<file path="src/rtl/uart_rx_ctrl.sv">
// uart_rx_ctrl: sequences the UartRX clear/arm/wait handshake and buffers
// received bytes in a first-word-fall-through FIFO for the Hack CPU.
// CPU word: [15]=empty, [14]=overrun, [13:8]=0, [7:0]=head byte (0 when empty).
// Optional build macro UART_RX_CTRL_IRQ_EN adds a registered irq output
// raised at or above WATERMARK entries, or while overrun is set.
module uart_rx_ctrl #(
    parameter int unsigned DEPTH = 16,
    parameter int unsigned AW    = 4
`ifdef UART_RX_CTRL_IRQ_EN
    ,
    parameter int unsigned WATERMARK = 8
`endif
) (
    input  logic          clk,
    input  logic          reset,
    input  logic [15:0]   rx_data,
    output logic          rx_clear,
    input  logic          rd,
    output logic [15:0]   out,
    output logic [AW:0]   count
`ifdef UART_RX_CTRL_IRQ_EN
    ,
    output logic          irq
`endif
);

    localparam int unsigned CW = AW + 1;

    typedef enum logic [1:0] {
        ST_CLR  = 2'd0,
        ST_ARM  = 2'd1,
        ST_WAIT = 2'd2
    } state_t;

    state_t        state;
    state_t        state_next;

    logic          push;
    logic          empty;
    logic          full;
    logic          do_pop;
    logic          do_push;
    logic          ovr_set;
    logic          overrun;
    logic [AW-1:0] wr_ptr;
    logic [AW-1:0] rd_ptr;
    logic [7:0]    mem [DEPTH];

    // Only the status bit and the byte lane of the UartRX word are meaningful.
    logic          unused_rx_hi;
    assign unused_rx_hi = ^rx_data[14:8];

    // FSM state register; reset lands in CLR because UartRX itself has no reset.
    always_ff @(posedge clk or posedge reset) begin
        if (reset) begin
            state <= ST_CLR;
        end else begin
            state <= state_next;
        end
    end

    // Next-state: clear UartRX, wait for it to report idle, then wait for a byte.
    always_comb begin
        state_next = state;
        case (state)
            ST_CLR:  state_next = ST_ARM;
            ST_ARM:  if (rx_data[15]) state_next = ST_WAIT;
            ST_WAIT: if (!rx_data[15]) state_next = ST_CLR;
            default: state_next = ST_CLR;
        endcase
    end

    // FSM outputs: clear pulse in CLR (held low during reset), push request in WAIT.
    always_comb begin
        rx_clear = 1'b0;
        push     = 1'b0;
        case (state)
            ST_CLR:  rx_clear = ~reset;
            ST_WAIT: push     = ~rx_data[15];
            default: ;
        endcase
    end

    // FIFO qualifiers: a pop frees a slot, so a push while full succeeds with rd.
    always_comb begin
        empty   = (count == '0);
        full    = (count == CW'(DEPTH));
        do_pop  = rd & ~empty;
        do_push = push & (~full | do_pop);
        ovr_set = push & full & ~do_pop;
    end

    // Pointers, fill count and sticky overrun.
    always_ff @(posedge clk or posedge reset) begin
        if (reset) begin
            wr_ptr  <= '0;
            rd_ptr  <= '0;
            count   <= '0;
            overrun <= 1'b0;
        end else begin
            if (do_push) begin
                wr_ptr <= wr_ptr + AW'(1);
            end
            if (do_pop) begin
                rd_ptr <= rd_ptr + AW'(1);
            end
            case ({do_push, do_pop})
                2'b10:   count <= count + CW'(1);
                2'b01:   count <= count - CW'(1);
                default: ;
            endcase
            if (ovr_set) begin
                overrun <= 1'b1;
            end else if (do_pop) begin
                overrun <= 1'b0;
            end
        end
    end

    // Byte storage; contents are don't-care until counted in.
    always_ff @(posedge clk) begin
        if (do_push) begin
            mem[wr_ptr] <= rx_data[7:0];
        end
    end

    // CPU-visible word, head byte falls through combinationally.
    always_comb begin
        out = {empty, overrun, 6'b0, 8'h00};
        if (!empty) begin
            out[7:0] = mem[rd_ptr];
        end
    end

`ifdef UART_RX_CTRL_IRQ_EN
    // Level interrupt, one cycle behind the fill level / overrun it reflects.
    always_ff @(posedge clk or posedge reset) begin
        if (reset) begin
            irq <= 1'b0;
        end else begin
            irq <= (count >= CW'(WATERMARK)) | overrun;
        end
    end
`endif

endmodule

</file>
<file path="config.mk">
export PLATFORM = sky130hd
export DESIGN_NAME = uart_rx_ctrl
export DESIGN_NICKNAME = d
export VERILOG_FILES = /design/src/rtl/uart_rx_ctrl.sv
export SDC_FILE = /design/constraint.sdc
export NUM_CORES = 1
export LEC_CHECK = 0
export BUFFER_PORTS_ARGS = -buffer_cell sky130_fd_sc_hd__buf_2
export CORE_UTILIZATION = 45
export CTS_BUF_LIST = sky130_fd_sc_hd__clkbuf_8
export DETAILED_ROUTE_END_ITERATION = 8
export PLACE_DENSITY = 0.62
export SLEW_MARGIN = 10
export SYNTH_ARGS = -nofsm -noshare
export SYNTH_HDL_FRONTEND = slang
export SYNTH_SLANG_ARGS = --single-unit
</file>
<file path="constraint.sdc">
create_clock -name clk -period 5.78 [get_ports clk]
set_input_delay 0.578 -clock clk [delete_from_list [all_inputs] [get_ports clk]]
set_output_delay 0.578 -clock clk [all_outputs]
set_load 0.01 [all_outputs]
</file>
==> reports/summary.txt <==
outcome: complete, no violations
unrepaired setup endpoints after global routing: false
area grow syn2layout: 11.97%
Final ANT Viol Nets: 0
DPL Wire Length: 6.809 mm
wire length per cell: 20.66 microns
Top FF cell, synth: edfxtp_1
Hold Vio Cnt, Final: 0
Residual DRC: 0
Syn Inst Count: 309
Die Ht: 116.1 microns
Antenna diodes: 0
routability cong.: 0.7342
Die Width: 116.1 microns
Synth Register Bits: 144
Pwr Density: 457.4 nW/um^2
Yosys warnings: 0
first-pass GRT wire length: 16.50 mm
CTS tree: built
Sum Neg Setup Slack: 0 ns
critical path's largest stage delay: 0.58 ns
Synth Cell Area: 5854 sq um
share of cells above drive strength 1: 0.3118
crit-path cells: buf_4, mux4_2, a22oi_1, a21oi_1, buf_2
final wirelength: 10.91 mm
# setup viols final: 0
Final Total Pwr: 0.002998 W
final hold slack: 0.2144 ns
post-synthesis sequential area ratio: 0.7249
number of CTS-inserted buffers: 17
max frequency: 309.2 MHz
Post-Syn Area per Cell: 18.95 sq um
Crit Path Category: reg2out
vias post-DR: 2843
Fill cells: 1048
Setup crit end kind: output port
Hold Buf Count CTS: 0
die footprint: 13470 sq um
clock tree root driver cell: clkbuf_8
gr ovfl total: 0
path type of the worst min-delay path: in2async
relative slew slack: 0.3727
distinct cell type count after synthesis: 43
number of max-cap violations: 0
Required @ worst endpoint: 5.20 ns
fin. max-slew vios: 0
cell leakage power: 2.165 nW
H-tree depth: 4
Tot GR Track Use: 0.1803
slowest CP cell: dfrtp_2
Ports: 41
Final Util: 0.5173
Core Area: 12670 sq um
Initial Utilization: 0.4620
crit start category: flop
nets@finish: 368
vias in the first global route: 2873
cts repair resizes: 0
# rows: 41
Max clock buf depth: 2
DRT iter0 DRCs: 216
Storage cell area: 4245 sq um
area occupied by multi-input gates: 1480 sq um
Post-synth EDFFs: 128
Sink Count: 144
Peak VDD IR: 0.2404 mV
Avg Vias per Cell: 5.384
Pre-Repair DR Iteration Count: 4
post-route minimum period: 3.235 ns
initial antenna violation count: 0
clock slew at reported path FFs: 0.08 ns
Critical Path AT: 2.66 ns
largest net degree at the start of global routing: 28
Post-CTS Setup Bufs: 0
crit-path max FO: 25
async set-reset flop share out of synthesis: 0.1111
Final Skew: 0.01019 ns
Tcrit/Tclk final: 0.5596
# port buffers: 27
clock latency on the worst-skew pair: 0.43 ns
pin slew with the least headroom to its limit: 0.9375 ns
[metal layers]
metal / global-route usage / vias to the layer above / wire, microns
met2: 0.2933 / 70 / 5503
li1: - / 1299 / -
met1: 0.2343 / 1467 / 4757
met3: 0.05439 / 7 / 589
met4: 0.05641 / 0 / 61
met5: 0 / - / 0
[stage by stage]
step	setup WS, ns	instances	area, sq um
4_1_cts	2.444	528	6555
2_1_floorplan	3.306	314	5873
5_1_grt	2.333	528	6555
6_report	2.545	528	6555
3_5_place_dp	2.879	496	6140
3_3_place_gp	2.918	496	6140
[area by class of cell]
class | instances | share of cell area
sequential | 144 | 0.6476
inverter | 5 | 0.002863
multi-input combinational | 142 | 0.2258
clock inverter | 15 | 0.02768
timing repair buffer | 33 | 0.02749
tap | 172 | 0.03283
clock buffer | 17 | 0.03569
[registers in the layout, summed over array words and instances (netlist names)]
signal	flops
overrun	1
rd_ptr	4
wr_ptr	4
mem	128
state	2
count	5
[cells by family after synthesis]
| kind of cell | synth area share |
|---|---|
| flops | 0.7249 |
| mux | 0.1276 |
| other cells | 0.0006405 |
| buf+inv | 0.02543 |
| fa+ha+maj | 0.01282 |
| compound gates | 0.04723 |
| simple gates | 0.04339 |
| xor+xnor | 0.01795 |
[critical path, delay by kind of cell (launching register included)]
kind	cells	cell delay, ns
muxes	1	0.57
AOI/OAI and AO/OA	2	0.39
DFF	1	0.58
buffers and inverters	2	0.66
[cells in the mapped netlist (4+ instances only)]
| master | instances | area, sq um |
|---|---|---|
| mux4_2 | 32 | 720.7 |
| nor3_1 | 5 | 25.02 |
| nor2_1 | 14 | 52.55 |
| ha_1 | 6 | 75.07 |
| dfrtp_1 | 16 | 400.4 |
| buf_2 | 4 | 20.02 |
| a22oi_1 | 16 | 120.1 |
| a21oi_1 | 9 | 45.04 |
| nand2_1 | 10 | 37.54 |
| inv_1 | 4 | 15.01 |
| clkbuf_1 | 5 | 18.77 |
| xnor2_1 | 7 | 61.31 |
| edfxtp_1 | 128 | 3844 |
| buf_4 | 8 | 60.06 |
| buf_1 | 4 | 15.01 |
| xor2_1 | 5 | 43.79 |
[layout by cell type, fill, tap and decap left out, drive strengths merged, types with 3 or more instances in the layout]
master  Yosys  routed
nor3        5       5
mux4       32      32
a21oi      12      12
inv         4      10
a22oi      16      16
buf        17      33
nand2b      3       3
bufinv      0       3
xnor2       7       7
ha          6       6
edfxtp    128     128
nor2       14      14
clkbuf      6      17
conb        1       6
clkinv      1       5
dfrtp      16      16
xor2        5       5
nand2      10      10
nand4       3       3
[final timing paths]
path | slack (ns) | end | cells past startpoint | start
setup / recovery | 2.55 | out[1] | 5 | rd_ptr[0]
hold / removal | 0.21 | count[3] | 2 | reset
setup reg to reg | 3.16 | mem[12][0] | 4 | state[0]
hold reg to reg | 0.51 | state[0] | 1 | state[1]
max in group asynchronous | 5.13 | rd_ptr[0] | 2 | reset
min in group clk | 0.36 | state[0] | 2 | rx_data[15]
[report_power, final]
group          internal [W]  leakage (nW)  switching (W)  total [W]
sequential          0.00120          1.34       0.000124    0.00133
combinational      0.000413         0.614       0.000436   0.000849
clock              0.000433         0.208       0.000388   0.000821
Note: power is estimated with default switching activity, not from simulation.
